===== src/rtl/tank_shell.sv =====
// tank_shell: single-shell projectile controller for one tank. Launches a shell from the
// tank muzzle on a fire-key edge, advances it once per frame along the latched direction,
// then runs explosion and cooldown phases before another launch is allowed.
module tank_shell #(
  parameter int unsigned SHELL_STEP      = 4,
  parameter int unsigned MUZZLE_OFFSET   = 8,
  parameter int unsigned X_MIN           = 0,
  parameter int unsigned X_MAX           = 639,
  parameter int unsigned Y_MIN           = 0,
  parameter int unsigned Y_MAX           = 479,
  parameter int unsigned EXPLODE_FRAMES  = 8,
  parameter int unsigned COOLDOWN_FRAMES = 30
) (
  input  logic       Reset,
  input  logic       frame_clk,
  input  logic [7:0] keycode,
  input  logic [9:0] TankX,
  input  logic [9:0] TankY,
  input  logic       hit_in,
  output logic [9:0] ShellX,
  output logic [9:0] ShellY,
  output logic       ShellActive,
  output logic       Exploding,
  output logic [1:0] Facing,
  output logic       Ready
);

  typedef enum logic [1:0] {StIdle, StFlight, StExplode, StCooldown} state_e;

  localparam logic [7:0] KeyW    = 8'h1A;
  localparam logic [7:0] KeyA    = 8'h04;
  localparam logic [7:0] KeyS    = 8'h16;
  localparam logic [7:0] KeyD    = 8'h07;
  localparam logic [7:0] KeyFire = 8'h2C;

  localparam logic [1:0] DirUp    = 2'b00;
  localparam logic [1:0] DirRight = 2'b01;
  localparam logic [1:0] DirDown  = 2'b10;
  localparam logic [1:0] DirLeft  = 2'b11;

  // All position arithmetic is 11 bits wide so no 10-bit wrap can reach the outputs.
  localparam logic [10:0] Step = 11'(SHELL_STEP);
  localparam logic [10:0] Ofs  = 11'(MUZZLE_OFFSET);
  localparam logic [10:0] XLo  = 11'(X_MIN);
  localparam logic [10:0] XHi  = 11'(X_MAX);
  localparam logic [10:0] YLo  = 11'(Y_MIN);
  localparam logic [10:0] YHi  = 11'(Y_MAX);

  localparam logic [7:0] ExplodeLast  = 8'(EXPLODE_FRAMES - 1);
  localparam logic [7:0] CooldownLast = 8'(COOLDOWN_FRAMES - 1);

  state_e      state;
  logic [1:0]  dir;
  logic [7:0]  phase_cnt;
  logic [7:0]  prev_keycode;
  logic        fire_edge;
  logic [10:0] spawn_x, spawn_y;
  logic [10:0] next_x, next_y;
  logic        at_bound;

  // Fire is a rising edge of the space key; holding it produces a single edge.
  assign fire_edge = (keycode == KeyFire) && (prev_keycode != KeyFire);

  // Muzzle position: tank position pushed out along the current facing, saturated to bounds.
  always_comb begin
    spawn_x = {1'b0, TankX};
    spawn_y = {1'b0, TankY};
    unique case (Facing)
      DirUp:    spawn_y = (spawn_y < YLo + Ofs) ? YLo : spawn_y - Ofs;
      DirRight: spawn_x = spawn_x + Ofs;
      DirDown:  spawn_y = spawn_y + Ofs;
      DirLeft:  spawn_x = (spawn_x < XLo + Ofs) ? XLo : spawn_x - Ofs;
    endcase
    if (spawn_x > XHi) spawn_x = XHi;
    else if (spawn_x < XLo) spawn_x = XLo;
    if (spawn_y > YHi) spawn_y = YHi;
    else if (spawn_y < YLo) spawn_y = YLo;
  end

  // Next in-flight position; a step that would leave the field clamps to the violated bound.
  always_comb begin
    next_x   = {1'b0, ShellX};
    next_y   = {1'b0, ShellY};
    at_bound = 1'b0;
    unique case (dir)
      DirUp: begin
        if (next_y < YLo + Step) begin
          next_y   = YLo;
          at_bound = 1'b1;
        end else begin
          next_y = next_y - Step;
        end
      end
      DirRight: begin
        if (next_x + Step > XHi) begin
          next_x   = XHi;
          at_bound = 1'b1;
        end else begin
          next_x = next_x + Step;
        end
      end
      DirDown: begin
        if (next_y + Step > YHi) begin
          next_y   = YHi;
          at_bound = 1'b1;
        end else begin
          next_y = next_y + Step;
        end
      end
      DirLeft: begin
        if (next_x < XLo + Step) begin
          next_x   = XLo;
          at_bound = 1'b1;
        end else begin
          next_x = next_x - Step;
        end
      end
    endcase
  end

  // Shell FSM with registered status outputs; facing and key history track every frame.
  always_ff @(posedge frame_clk or posedge Reset) begin
    if (Reset) begin
      state        <= StIdle;
      dir          <= DirUp;
      phase_cnt    <= 8'd0;
      prev_keycode <= 8'd0;
      Facing       <= DirUp;
      ShellX       <= 10'd0;
      ShellY       <= 10'd0;
      ShellActive  <= 1'b0;
      Exploding    <= 1'b0;
      Ready        <= 1'b1;
    end else begin
      prev_keycode <= keycode;
      case (keycode)
        KeyW:    Facing <= DirUp;
        KeyD:    Facing <= DirRight;
        KeyS:    Facing <= DirDown;
        KeyA:    Facing <= DirLeft;
        default: Facing <= Facing;
      endcase

      case (state)
        StIdle: begin
          if (fire_edge) begin
            state       <= StFlight;
            dir         <= Facing;
            ShellX      <= spawn_x[9:0];
            ShellY      <= spawn_y[9:0];
            ShellActive <= 1'b1;
            Ready       <= 1'b0;
          end
        end
        StFlight: begin
          // A hit wins over the bound clamp and freezes the shell where it is.
          if (hit_in || at_bound) begin
            state       <= StExplode;
            phase_cnt   <= 8'd0;
            ShellActive <= 1'b0;
            Exploding   <= 1'b1;
          end
          if (!hit_in) begin
            ShellX <= next_x[9:0];
            ShellY <= next_y[9:0];
          end
        end
        StExplode: begin
          if (phase_cnt == ExplodeLast) begin
            state     <= StCooldown;
            phase_cnt <= 8'd0;
            Exploding <= 1'b0;
          end else begin
            phase_cnt <= phase_cnt + 8'd1;
          end
        end
        StCooldown: begin
          if (phase_cnt == CooldownLast) begin
            state     <= StIdle;
            phase_cnt <= 8'd0;
            Ready     <= 1'b1;
          end else begin
            phase_cnt <= phase_cnt + 8'd1;
          end
        end
        default: state <= StIdle;
      endcase
    end
  end

endmodule


===== config.mk =====
export PLATFORM = sky130hd
export DESIGN_NAME = tank_shell
export DESIGN_NICKNAME = d
export VERILOG_FILES = /design/src/rtl/tank_shell.sv
export SDC_FILE = /design/constraint.sdc
export NUM_CORES = 1
export LEC_CHECK = 0
export CAP_MARGIN = 20
export CORE_ASPECT_RATIO = 1.75
export CORE_MARGIN = 2
export CORE_UTILIZATION = 55
export DETAILED_ROUTE_END_ITERATION = 12
export GPL_ROUTABILITY_DRIVEN = 0
export PLACE_DENSITY = 0.81
export SLEW_MARGIN = 20
export SYNTH_ARGS = -nofsm -noshare
export SYNTH_HDL_FRONTEND = slang
export SYNTH_SLANG_ARGS = --single-unit

===== constraint.sdc =====
create_clock -name frame_clk -period 3.7 [get_ports frame_clk]
set_input_delay 0.555 -clock frame_clk [delete_from_list [all_inputs] [get_ports frame_clk]]
set_output_delay 0.555 -clock frame_clk [all_outputs]
set_load 0.03 [all_outputs]

After elaboration in Yosys (flattened, before gate mapping) --
Cells that the tools add are included.
Storage, ports and cells: output and inout port bits 25, memories 0, memory bits (writable) 0, logic and storage cells 115, ROM bits 0, flip-flop bits (word level) 45, bits of input ports 31, latch bits 0
Cells by class: eq/ne operators 24, divide/modulo/power cells 0, bitwise operators 0, muxes and demuxes 44, $mul 0, order comparisons 10, reductions and logical operators 18, $add $sub $neg 9, shifts and indexed selects 0
Operator list (count):
- 10-bit two-way mux | 12
- 10-bit case mux with 2 select lines | 4
- 11-bit case mux with 2 select lines | 2
- 8-bit by 3-bit equality test with 1-bit output, second input constant | 3
- 8-bit by 5-bit equality test with 1-bit output, second input constant | 3
- 8-bit two-way mux | 3
- 8-bit case mux with 3 select lines | 1
- 10-bit by 3-bit adder with 11-bit output, second input constant | 2
- 10-bit by 4-bit adder with 11-bit output, second input constant | 2
- 11-bit by 10-bit > comparator with 1-bit output, second input constant | 2
- 11-bit by 9-bit > comparator with 1-bit output, second input constant | 2
- 11-bit by 1-bit less-than comparator with 1-bit output, second input constant | 2
- 11-bit two-way mux | 2
- 10-bit by 4-bit subtractor with 11-bit output, second input constant | 2
- 10-bit by 3-bit less-than comparator with 1-bit output, second input constant | 2
- 10-bit by 4-bit less-than comparator with 1-bit output, second input constant | 2
- 10-bit by 3-bit subtractor with 10-bit output, second input constant | 2
- 2-bit case mux with 4 select lines | 2
- 2-bit equality test, second input constant | 6
- 4-bit AND reduction | 3
- 1-bit two-way mux | 10
- 2-bit != test, second input constant | 5
- 3-bit AND reduction | 3
- 8-bit by 1-bit adder with 8-bit output, second input constant | 1
- other kinds (14) | 27

Depth between registers and ports, before layout --
word-level depth 8, depth in mapped cells 12, gate-level depth less buffers 8

Worst setup path after synthesis --
No wires, ideal clock.
path kind register -> register, start reg ShellY[2], end reg phase_cnt[3], period minus slack after synthesis 3388 ps, path buffers 4, path slack 312 ps, arrival 3262 ps, cell stages (with the launch flop) 13, library setup time 126 ps, required time 3574 ps, cell sequence dfrtp_1 clkbuf_1 inv_1 ha_1 or3b_1 buf_2 or4_4 o2111a_1 and3_1 buf_6 or3_4 buf_6 a221o_1
On the way: word-level cells in the longest chain between the ends 7, elaborated cells on any way between the ends 9, those cells by class add/sub (1); order compare (2); eq/ne (1); mux (3); reduce/logical (2)
Ends and longest elaborated chain:
- start: declaration | RTL line 21 | output logic [9:0] ShellY,
- start signal: assignment | RTL line 150 | ShellY <= spawn_y[9:0];
- start signal: assignment | RTL line 165 | ShellY <= next_y[9:0];
- 10-bit by 3-bit adder with 11-bit output
- 11-bit by 9-bit > comparator with 1-bit output | RTL line 103 | if (next_y + Step > YHi) begin
- 1-bit two-way mux | RTL line 103
- 1-bit case mux with 4 select lines (*) | RTL line 85 | unique case (dir)
- 1-bit logical OR (*) | RTL line 157 | if (hit_in || at_bound) begin
- 2-bit != test (no source line) (*)
- 2-bit AND reduction (no source line) (*)
- end signal: assignment | RTL line 174 | phase_cnt <= phase_cnt + 8'd1;
- end signal: assignment | RTL line 183 | phase_cnt <= phase_cnt + 8'd1;
- end: declaration | RTL line 54 | logic [7:0] phase_cnt;
Mark *: on every way between the ends. The rest lies on a longest branch, timed or not. A chain may end at the register's enable or synchronous reset.

Worst setup path in the final report --
start reg ShellY[2], end reg phase_cnt[4]
Same word-level chain as after synthesis.

==> results.cfg <==
[layout]
finalNetCount = 631
syn_to_final_growth_pct = 17.9
layout-drive-gt1-share_pct = 7.01
antenna_cells = 0
fin_area_sq_um = 5040

[route]
drtAntennaViolNets = 0
drt-vias-per-instance = 6.77
drt-initial-drc-count = 371
firstDrtPassIters = 5
num_vias = 4557
drc = 0
totalWireLength_um = 12000
wl_per_cell_um = 17.9

[die]
design.core.area_sq_um = 7570
die_h_um = 121
start_util_pct = 56.5
die_w_um = 70.6
rows = 42
io_pins = 56
die-area_sq_um = 8520

[logic_synthesis]
ys_types = 75
synth-seq-cells = 45
yosys-top-cells-area = dfrtp_1, nand2_1, ha_1
synth_edf_count = 0
ys_seq_area_share_pct = 26.4
yosys.area.top_type_share_pct = 25.8
syn-instance-count = 551
synth_fa_ha_area_share_pct = 4.69
synth_compound_area_share_pct = 30.4
muxShareOfSynthArea_pct = 2.43
synth-xor-area-share_pct = 3.07
ys.flop_type = dfrtp_1
synth.most_common_cell = nand2_1
synthTopCellsByCount = nand2_1, dfrtp_1, nor2_1
synth.avg_cell_area_sq_um = 7.75
synth.net_count = 598
ys_async_sr_fraction_pct = 100
yosys_warnings = 0
yosysTopAreaCell = dfrtp_1
synth_area_sq_um = 4270
synthSimpleGateAreaFrac_pct = 26.4
synth_top_family_by_area = compound AO/OA/AOI/OAI gates

[sta]
max_freq_mhz = 323
rsz0062_at_grt = false
fin_setup_tns_ns = 0
slew_headroom_pct = 51.9
setup_viol = 0
timing.hold.ws_ns = 0.499
period_share_pct = 83.6
setup_slack_ns = 0.607
hold_viol = 0
tightest_slew_ns = 0.718
finalCriticalPeriod_ns = 3.09
skew_ns = 0.0128
slew_viol_final = 0

[clock_network]
cts_tree = done
cts_buffer_depth = 2
ctsHoldBuffers = 0
cts_max_level = 2
cts-resized-gates = 0
postCtsSetupBuffers = 0
clock_latency_ns = 0.30
numCtsBuffers = 5
cts_root_buffer = clkbuf_16
path_clk_slew_ns = 0.07
clkSinkCount = 45

[power]
power.leakage_nw = 1.99
switching_share_pct = 48.5
vdd_ir_drop_max_mv = 0.300
combPwrFrac_pct = 58.2
cellInternalPower_mw = 1.84
power_mw = 3.57
p_seq_share_pct = 26.9
switching_power_mw = 1.73
pwr-share-clk_pct = 14.9
power_density_nw_per_um2 = 708

[global_route]
grt_pass1_wl_um = 19800
gr-total-overflow = 0
track_usage_pct = 28.3
grt_pass1_vias = 4281
grt_max_degree = 46
antenna_found_initial = 0

[worst_setup_path]
startpoint = ShellY[2]
cp-start-kind = flop
crit_required_ns = 3.89
reg2reg_from = ShellY[2]
critical_path_class = reg -> reg
path_max_fanout = 7
worstSetupEndpointType = flop
worstPathArrival_ns = 3.28

[placement]
placed_area_sq_um = 4840
dp_hpwl_um = 8900
pre_cts_ws_ns = 0.394
io_buffer_count = 55

[hold_path]
holdCritStartpoint = ShellActive
hp-class = reg -> reg

[job]
drv_cap = 0

[outcome]
status = complete, no violations
-- registers in the layout, summed over array words and instances, names as in the netlist, 2 cells and up --
signal,flops
phase_cnt,8
ShellX,10
ShellY,10
dir,2
Facing,2
prev_keycode,8
state,2
-- final timing paths --
check,to,slack [ns],cells after the start
worst max-delay path,phase_cnt[4],0.61,8
worst min-delay path,ShellActive,0.50,2
worst max register to register,phase_cnt[4],0.61,8
worst min register to register,ShellActive,0.50,2
max in group asynchronous,prev_keycode[5],2.58,3
min in group asynchronous,phase_cnt[4],0.62,2
-- kinds of logic after synthesis --
family | after synthesis
flops | 45
xor+xnor | 15
compound gates | 178
fa+ha+maj | 16
mux | 10
buf+inv | 70
simple gates | 217
-- through the flow --
step / std cells / util (%)
2_1_floorplan: 551 / -
3_3_place_gp: 664 / 63.9
3_5_place_dp: 664 / 63.9
4_1_cts: 672 / 66.2
5_1_grt: 673 / 66.6
6_report: 673 / 66.6
-- cells in the final DEF, fill, tap and decap left out, types with 4 or more instances in the layout --
master,count
a211o_1,7
nor2_1,41
dfrtp_1,44
inv_1,27
o31ai_1,13
o211a_1,4
nand2_1,57
nor4_1,11
a31oi_1,10
a21o_1,6
nand3b_1,5
o41ai_1,4
nand2b_1,8
buf_4,11
and2_1,4
a211oi_1,6
a221oi_1,4
or4_1,8
mux2i_1,7
nor2b_1,6
o22ai_1,5
o211ai_1,7
or3_1,9
a221o_1,4
nand3_1,19
ha_1,16
nor3_1,23
a21oi_1,25
clkdlybuf4s50_1,55
xor2_1,7
o21ai_0,31
xnor2_1,8
clkbuf_16,5
nor4b_1,5
-- power groups by stage --
stage	Clock [mW]	Combinational [mW]	Sequential [mW]
6_report	0.531	2.07	0.960
5_1_grt	0.558	2.27	0.988
4_1_cts	0.535	2.06	0.950
3_5_place_dp	0	2.04	0.959
3_3_place_gp	0	2.00	0.945
2_1_floorplan	0	1.38	1.00
-- final cells by class --
cell class | count | area [sq um]
clock inverters | 3 | 47.5
flip-flops and latches | 45 | 1130
clock buffers | 5 | 125
fillers | 663 | 2530
multi-input cells | 436 | 2860
inverters | 29 | 109
well taps | 88 | 110
repair buffers | 67 | 661
-- metal layers --
metal	up-vias	global-route usage, %	part of all wire, %
met5	-	0	0
met4	0	14.2	3.7
met3	44	3.42	4.5
met2	198	53.5	54
met1	2175	30.3	38
li1	2140	-	-
-- critical path, stage by stage, from the launching register on --
cell and delay, ns:
dfrtp_1 0.37, inv_1 0.11, ha_1 0.19, or3b_1 0.45
or4_4 0.54, o2111a_1 0.26, and3_1 0.23, or3_4 0.46
a221o_1 0.36
No activity file was read; power rests on OpenSTA's default activity.
